### config.mk
export PLATFORM = sky130hd
export DESIGN_NAME = dot_accum_pipe
export DESIGN_NICKNAME = d
export VERILOG_FILES = /design/src/rtl/dot_accum_pkg.sv /design/src/rtl/pipelined_adder_tree.sv /design/src/rtl/dot_accum_pipe.sv
export SDC_FILE = /design/constraint.sdc
export NUM_CORES = 1
export LEC_CHECK = 0
export CAP_MARGIN = 20
export CORE_ASPECT_RATIO = 1.25
export CORE_MARGIN = 2
export CORE_UTILIZATION = 57
export DETAILED_ROUTE_END_ITERATION = 8
export PLACE_DENSITY = 0.79
export SETUP_SLACK_MARGIN = 0.2
export SKIP_LAST_GASP = 1
export SLEW_MARGIN = 20
export SYNTH_ARGS = -nofsm -noshare
export SYNTH_HDL_FRONTEND = slang
export SYNTH_HIERARCHICAL = 1
export SYNTH_SLANG_ARGS = --single-unit
### constraint.sdc
create_clock -name clock -period 7.02 [get_ports clock]
set_input_delay 1.404 -clock clock [delete_from_list [all_inputs] [get_ports clock]]
set_output_delay 1.404 -clock clock [all_outputs]
set_load 0.01 [all_outputs]
### src/rtl/dot_accum_pkg.sv
// Shared widths, sideband type and saturation helper for the dot-product accumulator.
// The width helpers keep the product, tree and accumulator sizing in one place.
package dot_accum_pkg;

  typedef struct packed {
    logic valid;
    logic last;
    logic sgn;
  } beat_sb_t;

  typedef struct packed {
    logic [63:0] data;
    logic        sat;
  } sat_t;

  function automatic int nb_prod(input int nb_data);
    return 2 * nb_data + 1;
  endfunction

  function automatic int nb_tree(input int nb_data, input int n_pairs);
    return nb_prod(nb_data) + $clog2(n_pairs);
  endfunction

  function automatic int nb_acc(input int nb_data, input int n_pairs, input int max_beats);
    return nb_tree(nb_data, n_pairs) + $clog2(max_beats);
  endfunction

  // Number of live nodes at tree level l when the tree starts with n leaves.
  function automatic int lvl_cnt(input int n, input int l);
    return (n + (1 << l) - 1) >> l;
  endfunction

  // Clamp a signed value into the NB_OUT-bit signed or unsigned range.
  function automatic sat_t saturate(input longint value, input logic is_signed, input int nb_out);
    longint hi;
    longint lo;
    sat_t   r;
    hi = is_signed ? ((longint'(1) <<< (nb_out - 1)) - 1) : ((longint'(1) <<< nb_out) - 1);
    lo = is_signed ? -(longint'(1) <<< (nb_out - 1)) : longint'(0);
    r.sat  = 1'b0;
    r.data = value;
    if (value > hi) begin
      r.data = hi;
      r.sat  = 1'b1;
    end else if (value < lo) begin
      r.data = lo;
      r.sat  = 1'b1;
    end
    return r;
  endfunction

endpackage

### src/rtl/pipelined_adder_tree.sv
// Registered binary adder tree over N_IN signed inputs; an unpaired node at an odd
// level is registered unchanged so every path has the same depth.
module pipelined_adder_tree
  import dot_accum_pkg::*;
#(
  parameter int N_IN  = 3,
  parameter int NB_IN = 17
) (
  input  logic                                 clock,
  input  logic                                 reset,
  input  logic [N_IN*NB_IN-1:0]                i_data,
  input  beat_sb_t                             i_sb,
  output logic signed [NB_IN+$clog2(N_IN)-1:0] o_sum,
  output beat_sb_t                             o_sb
);

  localparam int T    = $clog2(N_IN);
  localparam int NB_O = NB_IN + T;

  // One spare column so the pairing index never runs past the array.
  logic signed [NB_O-1:0] node [T+1][N_IN+1];

  for (genvar i = 0; i < N_IN; i++) begin : g_in
    assign node[0][i] = NB_O'(signed'(i_data[i*NB_IN +: NB_IN]));
  end
  assign node[0][N_IN] = '0;

  for (genvar l = 1; l <= T; l++) begin : g_lvl
    localparam int N_PREV = lvl_cnt(N_IN, l - 1);
    localparam int N_CUR  = lvl_cnt(N_IN, l);

    logic signed [NB_O-1:0] sum_d [N_CUR];
    logic signed [NB_O-1:0] sum_q [N_CUR];

    // NOTE: combinational blocks use blocking '=' and assign every output on every path, so no latch is inferred.
    always_comb begin
      for (int k = 0; k < N_CUR; k++) begin
        if (2 * k + 1 < N_PREV) sum_d[k] = node[l-1][2*k] + node[l-1][2*k+1];
        else                    sum_d[k] = node[l-1][2*k];
      end
    end

    // NOTE: datapath registers carry no reset; only the valid bits qualify them.
    always_ff @(posedge clock) begin
      sum_q <= sum_d;
    end

    for (genvar k = 0; k <= N_IN; k++) begin : g_node
      if (k < N_CUR) begin : g_live
        assign node[l][k] = sum_q[k];
      end else begin : g_dead
        assign node[l][k] = '0;
      end
    end
  end

  assign o_sum = node[T][0];

  if (T == 0) begin : g_sb_pass
    assign o_sb = i_sb;
  end else begin : g_sb_pipe
    beat_sb_t sb_d [T];
    beat_sb_t sb_q [T];

    always_comb begin
      sb_d[0] = i_sb;
      for (int j = 1; j < T; j++) sb_d[j] = sb_q[j-1];
    end

    // NOTE: sequential state is updated with non-blocking '<=' so all flops sample together.
    always_ff @(posedge clock) begin
      if (reset) begin
        for (int j = 0; j < T; j++) sb_q[j].valid <= 1'b0;
      end else begin
        sb_q <= sb_d;
      end
    end

    assign o_sb = sb_q[T-1];
  end

endmodule

### src/rtl/dot_accum_pipe.sv
// Pipelined dot-product accumulator: pairwise products, registered adder tree,
// then a framed accumulator with saturated, registered result outputs.
module dot_accum_pipe
  import dot_accum_pkg::*;
#(
  parameter int N_PAIRS   = 4,
  parameter int NB_DATA   = 8,
  parameter int MAX_BEATS = 16,
  parameter int NB_OUT    = 24
) (
  input  logic                           clock,
  input  logic                           reset,
  input  logic [2*N_PAIRS*NB_DATA-1:0]   i_data,
  input  logic                           i_valid,
  input  logic                           i_last,
  input  logic                           i_signed,
  output logic [NB_OUT-1:0]              o_data,
  output logic                           o_valid,
  output logic                           o_sat,
  output logic                           o_trunc
);

  localparam int NB_PROD = nb_prod(NB_DATA);
  localparam int NB_TREE = nb_tree(NB_DATA, N_PAIRS);
  localparam int NB_ACC  = nb_acc(NB_DATA, N_PAIRS, MAX_BEATS);
  localparam int CNT_W   = (MAX_BEATS > 1) ? $clog2(MAX_BEATS) : 1;

  // Operands widened by one bit so signed and unsigned products share one multiplier.
  logic signed [NB_DATA:0]       op_a [N_PAIRS];
  logic signed [NB_DATA:0]       op_b [N_PAIRS];
  logic signed [2*NB_DATA+1:0]   full [N_PAIRS];
  logic [N_PAIRS*NB_PROD-1:0]    prod_d, prod_q;
  beat_sb_t                      p_sb_d, p_sb_q;

  always_comb begin
    prod_d = '0;
    for (int k = 0; k < N_PAIRS; k++) begin
      op_a[k] = {i_signed & i_data[2*k*NB_DATA + NB_DATA-1], i_data[2*k*NB_DATA +: NB_DATA]};
      op_b[k] = {i_signed & i_data[(2*k+1)*NB_DATA + NB_DATA-1], i_data[(2*k+1)*NB_DATA +: NB_DATA]};
      full[k] = op_a[k] * op_b[k];
      prod_d[k*NB_PROD +: NB_PROD] = full[k][NB_PROD-1:0];
    end
    p_sb_d = '{valid: i_valid, last: i_last, sgn: i_signed};
  end

  always_ff @(posedge clock) begin
    prod_q <= prod_d;
  end

  logic signed [NB_TREE-1:0] tree_sum;
  beat_sb_t                  tree_sb;

  pipelined_adder_tree #(
    .N_IN  (N_PAIRS),
    .NB_IN (NB_PROD)
  ) u_tree (
    .clock  (clock),
    .reset  (reset),
    .i_data (prod_q),
    .i_sb   (p_sb_q),
    .o_sum  (tree_sum),
    .o_sb   (tree_sb)
  );

  logic signed [NB_ACC-1:0] acc_d, acc_q, acc_nxt;
  logic [CNT_W-1:0]         cnt_d, cnt_q;
  logic                     first_d, first_q;
  logic                     mode_d, mode_q, mode_now;
  logic [NB_OUT-1:0]        o_data_d, o_data_q;
  logic                     o_valid_d, o_valid_q;
  logic                     o_sat_d, o_sat_q;
  logic                     o_trunc_d, o_trunc_q;
  sat_t                     sat_res;

  always_comb begin
    acc_d     = acc_q;
    cnt_d     = cnt_q;
    first_d   = first_q;
    mode_d    = mode_q;
    o_data_d  = o_data_q;
    o_valid_d = 1'b0;
    o_sat_d   = o_sat_q;
    o_trunc_d = o_trunc_q;
    mode_now  = first_q ? tree_sb.sgn : mode_q;
    acc_nxt   = first_q ? NB_ACC'(tree_sum) : acc_q + NB_ACC'(tree_sum);
    sat_res   = saturate(longint'(acc_nxt), mode_now, NB_OUT);
    if (tree_sb.valid) begin
      acc_d  = acc_nxt;
      mode_d = mode_now;
      if (tree_sb.last || cnt_q == CNT_W'(MAX_BEATS - 1)) begin
        cnt_d     = '0;
        first_d   = 1'b1;
        o_valid_d = 1'b1;
        o_data_d  = sat_res.data[NB_OUT-1:0];
        o_sat_d   = sat_res.sat;
        o_trunc_d = ~tree_sb.last;
      end else begin
        cnt_d   = cnt_q + 1'b1;
        first_d = 1'b0;
      end
    end
  end

  always_ff @(posedge clock) begin
    if (reset) begin
      p_sb_q.valid <= 1'b0;
      acc_q        <= '0;
      cnt_q        <= '0;
      first_q      <= 1'b1;
      mode_q       <= 1'b0;
      o_data_q     <= '0;
      o_valid_q    <= 1'b0;
      o_sat_q      <= 1'b0;
      o_trunc_q    <= 1'b0;
    end else begin
      p_sb_q    <= p_sb_d;
      acc_q     <= acc_d;
      cnt_q     <= cnt_d;
      first_q   <= first_d;
      mode_q    <= mode_d;
      o_data_q  <= o_data_d;
      o_valid_q <= o_valid_d;
      o_sat_q   <= o_sat_d;
      o_trunc_q <= o_trunc_d;
    end
  end

  assign o_data  = o_data_q;
  assign o_valid = o_valid_q;
  assign o_sat   = o_sat_q;
  assign o_trunc = o_trunc_q;

endmodule

==> Word-level counts from Yosys, hierarchy flattened <==
Index checks and enable logic that the tools add are counted.
W data, S select, Z words.
{ "word_totals": {"word_cells": 54, "input_bits": 69, "register_bits": 190, "out_inout_bits": 27} }
{ "classes": {"reduce_logical": 3, "n_eq_ne": 1, "n_addsub": 5, "n_mul": 4, "muxes": 8, "magnitude_cmp": 2, "bitwise_logic": 10} }
{ "ops": {"columns": ["op", "count"], "rows": [
  ["$mul A9 B9 Y17", 4],
  ["$lt A23 B64 Y1", 1],
  ["$mux W64", 1],
  ["$mux W25", 2],
  ["$add A17 B17 Y18", 2],
  ["$gt A23 B25 Y1", 1],
  ["$mux W24", 1],
  ["$add A23 B19 Y23", 1],
  ["$mux W23", 1],
  ["$add A19 B19 Y19", 1],
  ["$and A1 B1 Y1", 8],
  ["$add A4 B1 Y4 const B", 1],
  ["$eq A4 B4 Y1 const B", 1],
  ["$mux W4", 1],
  ["$mux W1", 2],
  ["$not A1 Y1", 2],
  ["$reduce_and A2 Y1", 1],
  ["$reduce_or A2 Y1", 1],
  ["$logic_or A1 B1 Y1", 1]
]} }

==> Depth between registers and ports, before layout <==
Gate-level depths: netlist (run 1).
{ "depth": {"ltp_word": 5, "depth_mapped": 21, "ltp_nobuf": 20} }

==> By module <==
Netlist (run 1), hierarchy kept.
{ "modules_own_cells": {"columns": ["mod", "n_inst", "seq_area_each_um2", "area_each_um2", "cells_per_inst"], "rows": [
  ["dot_accum_pipe", 1, 2562.5, 16417.0, 1789],
  ["pipelined_adder_tree", 1, 1261.2, 3769.9, 409]
]} }

==> Worst setup path after synthesis (run 1) <==
OpenSTA, ideal clock, no wires.
{ "synth_timing": {"path_type": "input -> register", "from": "input port i_signed", "to": "register prod_q[32]", "required_time_ns": 6.914, "slack_ns": 0.379, "setup_ns": 0.106, "path_buffers": 1, "arrival_ns": 6.535, "stages": 19, "path_cell_list": "clkbuf_1 > nand2_1 > or2_2 > fa_1 > fa_1 > inv_1 > fa_1 > fa_1 > inv_1 > fa_1 > inv_1 > ha_1 > o21ai_0 > a21boi_0 > o21ai_0 > a21oi_1 > o21ai_0 > or4b_2 > o311ai_0"} }
{ "synth_lines": {"columns": ["item", "line_no", "rtl"], "rows": [
  ["start, declared", "dot_accum_pipe.sv:16", "input logic i_signed,"],
  ["end signal, assigned", "dot_accum_pipe.sv:47", "prod_q <= prod_d;"],
  ["end, declared", "dot_accum_pipe.sv:32", "logic [N_PAIRS*NB_PROD-1:0] prod_d, prod_q;"]
]} }

==> results of run 1 <==
## power by group through the flow
stage / Clock [mW] / Combinational, mW / Sequential (mW)
floorplan: 0 / 4.67 / 1.63
global placement: 0 / 5.64 / 1.72
detailed placement: 0 / 5.83 / 1.72
CTS: 1.02 / 5.90 / 1.70
global route: 1.06 / 6.74 / 1.73
finish: 0.994 / 5.88 / 1.70
## cells in the mapped netlist (all sizes together), types with 11 or more instances
| master | number | area (um^2) |
|---|---|---|
| o21a | 19 | 143 |
| nand3 | 35 | 175 |
| dfxtp | 182 | 3640 |
| or2 | 17 | 106 |
| inv | 360 | 1350 |
| nand2 | 216 | 811 |
| a211oi | 28 | 210 |
| clkbuf | 54 | 213 |
| a21o | 25 | 188 |
| nor2 | 102 | 388 |
| and2 | 148 | 928 |
| xor2 | 22 | 193 |
| a21oi | 89 | 449 |
| a31oi | 15 | 93.8 |
| ha | 215 | 2690 |
| xnor2 | 99 | 875 |
| mux2i | 12 | 120 |
| fa | 272 | 5450 |
| nor3 | 19 | 95.1 |
| o21ai | 89 | 498 |
| o211ai | 11 | 82.6 |
| nor2b | 29 | 189 |
| and3 | 19 | 121 |
## metrics by stage
| stage | hold WS [ns] | setup WS, ns | power (mW) |
|---|---|---|---|
| final | 0.427 | 0.532 | 8.58 |
| after floorplan | 0.400 | 0.379 | 6.30 |
| after global routing | 0.442 | 0.211 | 9.53 |
| after CTS | 0.427 | 0.502 | 8.62 |
| after global placement | 0.401 | 0.120 | 7.36 |
| after detailed placement | 0.411 | 0.0785 | 7.55 |
## state kept, by name (all words and copies together) (netlist names)
signal                 flops
prod_q                    68
u_tree/g_lvl.sum_q        36
o_data                    24
acc_q                     23
u_tree/o_sum              19
cnt_q                      4
p_sb_q                     3
u_tree/g_sb_pipe.sb_d      3
u_tree/o_sb                3
first_q                    1
mode_q                     1
o_sat                      1
o_trunc                    1
o_valid                    1
## cell families after synthesis
| logic type | after synthesis | synth area share [%] |
|---|---|---|
| xor gates and xnor gates | 121 | 5.29 |
| AOI/OAI and AO/OA | 341 | 11.4 |
| adders and majority gates | 487 | 40.3 |
| and+or+nand+nor | 626 | 15.4 |
| DFF | 188 | 18.9 |
| buffers and inverters | 422 | 8.07 |
| muxes | 13 | 0.651 |
## metal layers
layer	wire length [um]	GRT usage (%)
met4	1420	9.41
met2	20900	42.7
met5	0	0
met1	17300	29.8
met3	1250	2.34
## path summary, 6_finish.rpt
path,startpoint,to,cells after the start
min,p_sb_q[0]$_DFFE_PN_,u_tree/g_sb_pipe.sb_d[0]$_DFFE_PN_,0
max reg2reg,u_tree/o_sum[0]$_DFF_P_,o_data[5]$_SDFFE_PP0P_,10
max,i_data[31],prod_q[32]$_DFF_P_,19
min reg2reg,p_sb_q[0]$_DFFE_PN_,u_tree/g_sb_pipe.sb_d[0]$_DFFE_PN_,0
## cell type report
type / instances / area [um^2] / share of cell area [%]
Multi-Input combinational cell: 1588 / 14700 / 66.0
Tap cell: 474 / 593 / 2.66
Clock inverter: 11 / 169 / 0.757
Clock buffer: 20 / 447 / 2.00
Sequential cell: 188 / 3820 / 17.1
Timing Repair Buffer: 127 / 1200 / 5.37
Inverter: 360 / 1350 / 6.05
## critical path: stages
cell and delay (ns):
clkdlybuf4s50_1 0.48, nand2_1 0.08, or2_2 0.31, fa_1 0.50
fa_1 0.54, inv_1 0.06, fa_1 0.50, fa_1 0.54
inv_1 0.05, fa_1 0.49, inv_1 0.04, ha_1 0.29
o21ai_0 0.11, a21boi_0 0.15, o21ai_1 0.17, a21oi_1 0.11
o21ai_0 0.22, or4b_2 0.60, o311ai_0 0.13
==> flow_summary.yaml, run 1 <==
status:
  status: "finished, final reports clean"
clock_tree:
  cts_tree: "built"
  clkSinkCount: 188
  cts_buffers: 17
  clkLatencyLatePin_ns: 0.43
  cts_setup_buffers: 0
  cts_hold_buffers: 0
  htree_levels: 4
  clkSlewWorstSetupHoldPaths_ns: 0.07
  cts-root-buf: "clkbuf_16"
  max-clock-path-buffers: 2
  ctsResizeCount: 0
sta:
  finalCriticalPeriod_ns: 6.49
  min_period_over_period_pct: 92.4
  final-max-slew-violation-count: 0
  setup_violations: 0
  relSlewSlack_pct: 30.3
  rsz0062_at_grt: "no"
  hold_violations: 0
  finalSetupTns_ns: 0
  worst_pin_slew_ns: 1.05
  clock_skew_ns: 0.00945
  fmaxAchievable_mhz: 154
yosys:
  synth-edff-count: 6
  ys_ff_latch: 188
  synth_top_flop_cell: "dfxtp_1"
  synth_fp_nets: 2754
  synthDistinctLibCells: 83
  netlist_area_um2: 20200
  ys_seq_area_share_pct: 18.9
  syn_avg_cell_area_um2: 9.18
  netlist_instances: 2198
  async_flop_share_pct: 0
  ys_warn_count: 6
drt:
  routedWlPerCell_um: 14.8
  dr.pass1.iters: 6
  drc: 0
  routed_wl_um: 40900
  routed-via-count: 14945
  drt_iter0_markers: 705
  ant_nets: 0
  vias_per_cell: 5.40
power_and_ir_drop:
  netSwitchingFraction_pct: 44.5
  power.internal_mw: 4.76
  p_sw_mw: 3.82
  cellLeakagePower_nw: 10.7
  p_comb_share_pct: 68.6
  vdd_drop_max_uv: 205
  power_frac_clock_pct: 11.6
  powerDensity_nw_per_um2: 384
  pwr-share-seq_pct: 19.8
floorplan:
  die_w_um: 172
  rows: 77
  initial_core_util_pct: 57.4
  die_h_um: 214
  core_area_um2: 35200
  ios: 96
  die-area_um2: 36900
critical_path:
  arrival_ns: 6.79
  critPathKind: "in -> reg"
  r2r_slack_ns: 3.53
  cp.required_ns: 7.32
  critPathLaunchType: "primary input"
  cp-end-kind: "register"
  path_max_fanout: 2
final_layout:
  mostFrequentLayoutCells: "inv_1 (359), fa_1 (272), nand2_1 (216), ha_1 (215), dfxtp_1 (181)"
  utilization_pct: 63.5
  drive_gt1_share_pct: 5.23
  fillerInstances: 2845
  fin_cells: 2768
  diodes: 0
  fin_nets: 2838
  area_delta_synth_final_pct: 10.6
  design_area_um2: 22300
  final_common_cell: "inv_1"
global_route:
  grt_max_degree: 56
  grt_pass1_vias: 16019
  grt_pass1_wl_um: 72900
  antenna_found_initial: 0
  overflow: 0
  track_usage_pct: 24.0
placed_design:
  dpl.hpwl_um: 34200
  dpl_cell_area_um2: 21700
  io_buffers: 95
  gp_congestion: 0.922
  dp.cells: 2737
min_path:
  hold_path.class: "reg -> reg"
run:
  drv_cap: 0
Note: power is estimated with default switching activity, not from simulation.
==> inputs of run 2 (changes only) <==
--- a/config.mk
+++ b/config.mk
@@ -18,3 +18,4 @@
 export SYNTH_HDL_FRONTEND = slang
 export SYNTH_HIERARCHICAL = 1
 export SYNTH_SLANG_ARGS = --single-unit
+export TNS_END_PERCENT = 10
==> results of run 2 <==
Final layout, timing and power as in run 1 (identical DEF).
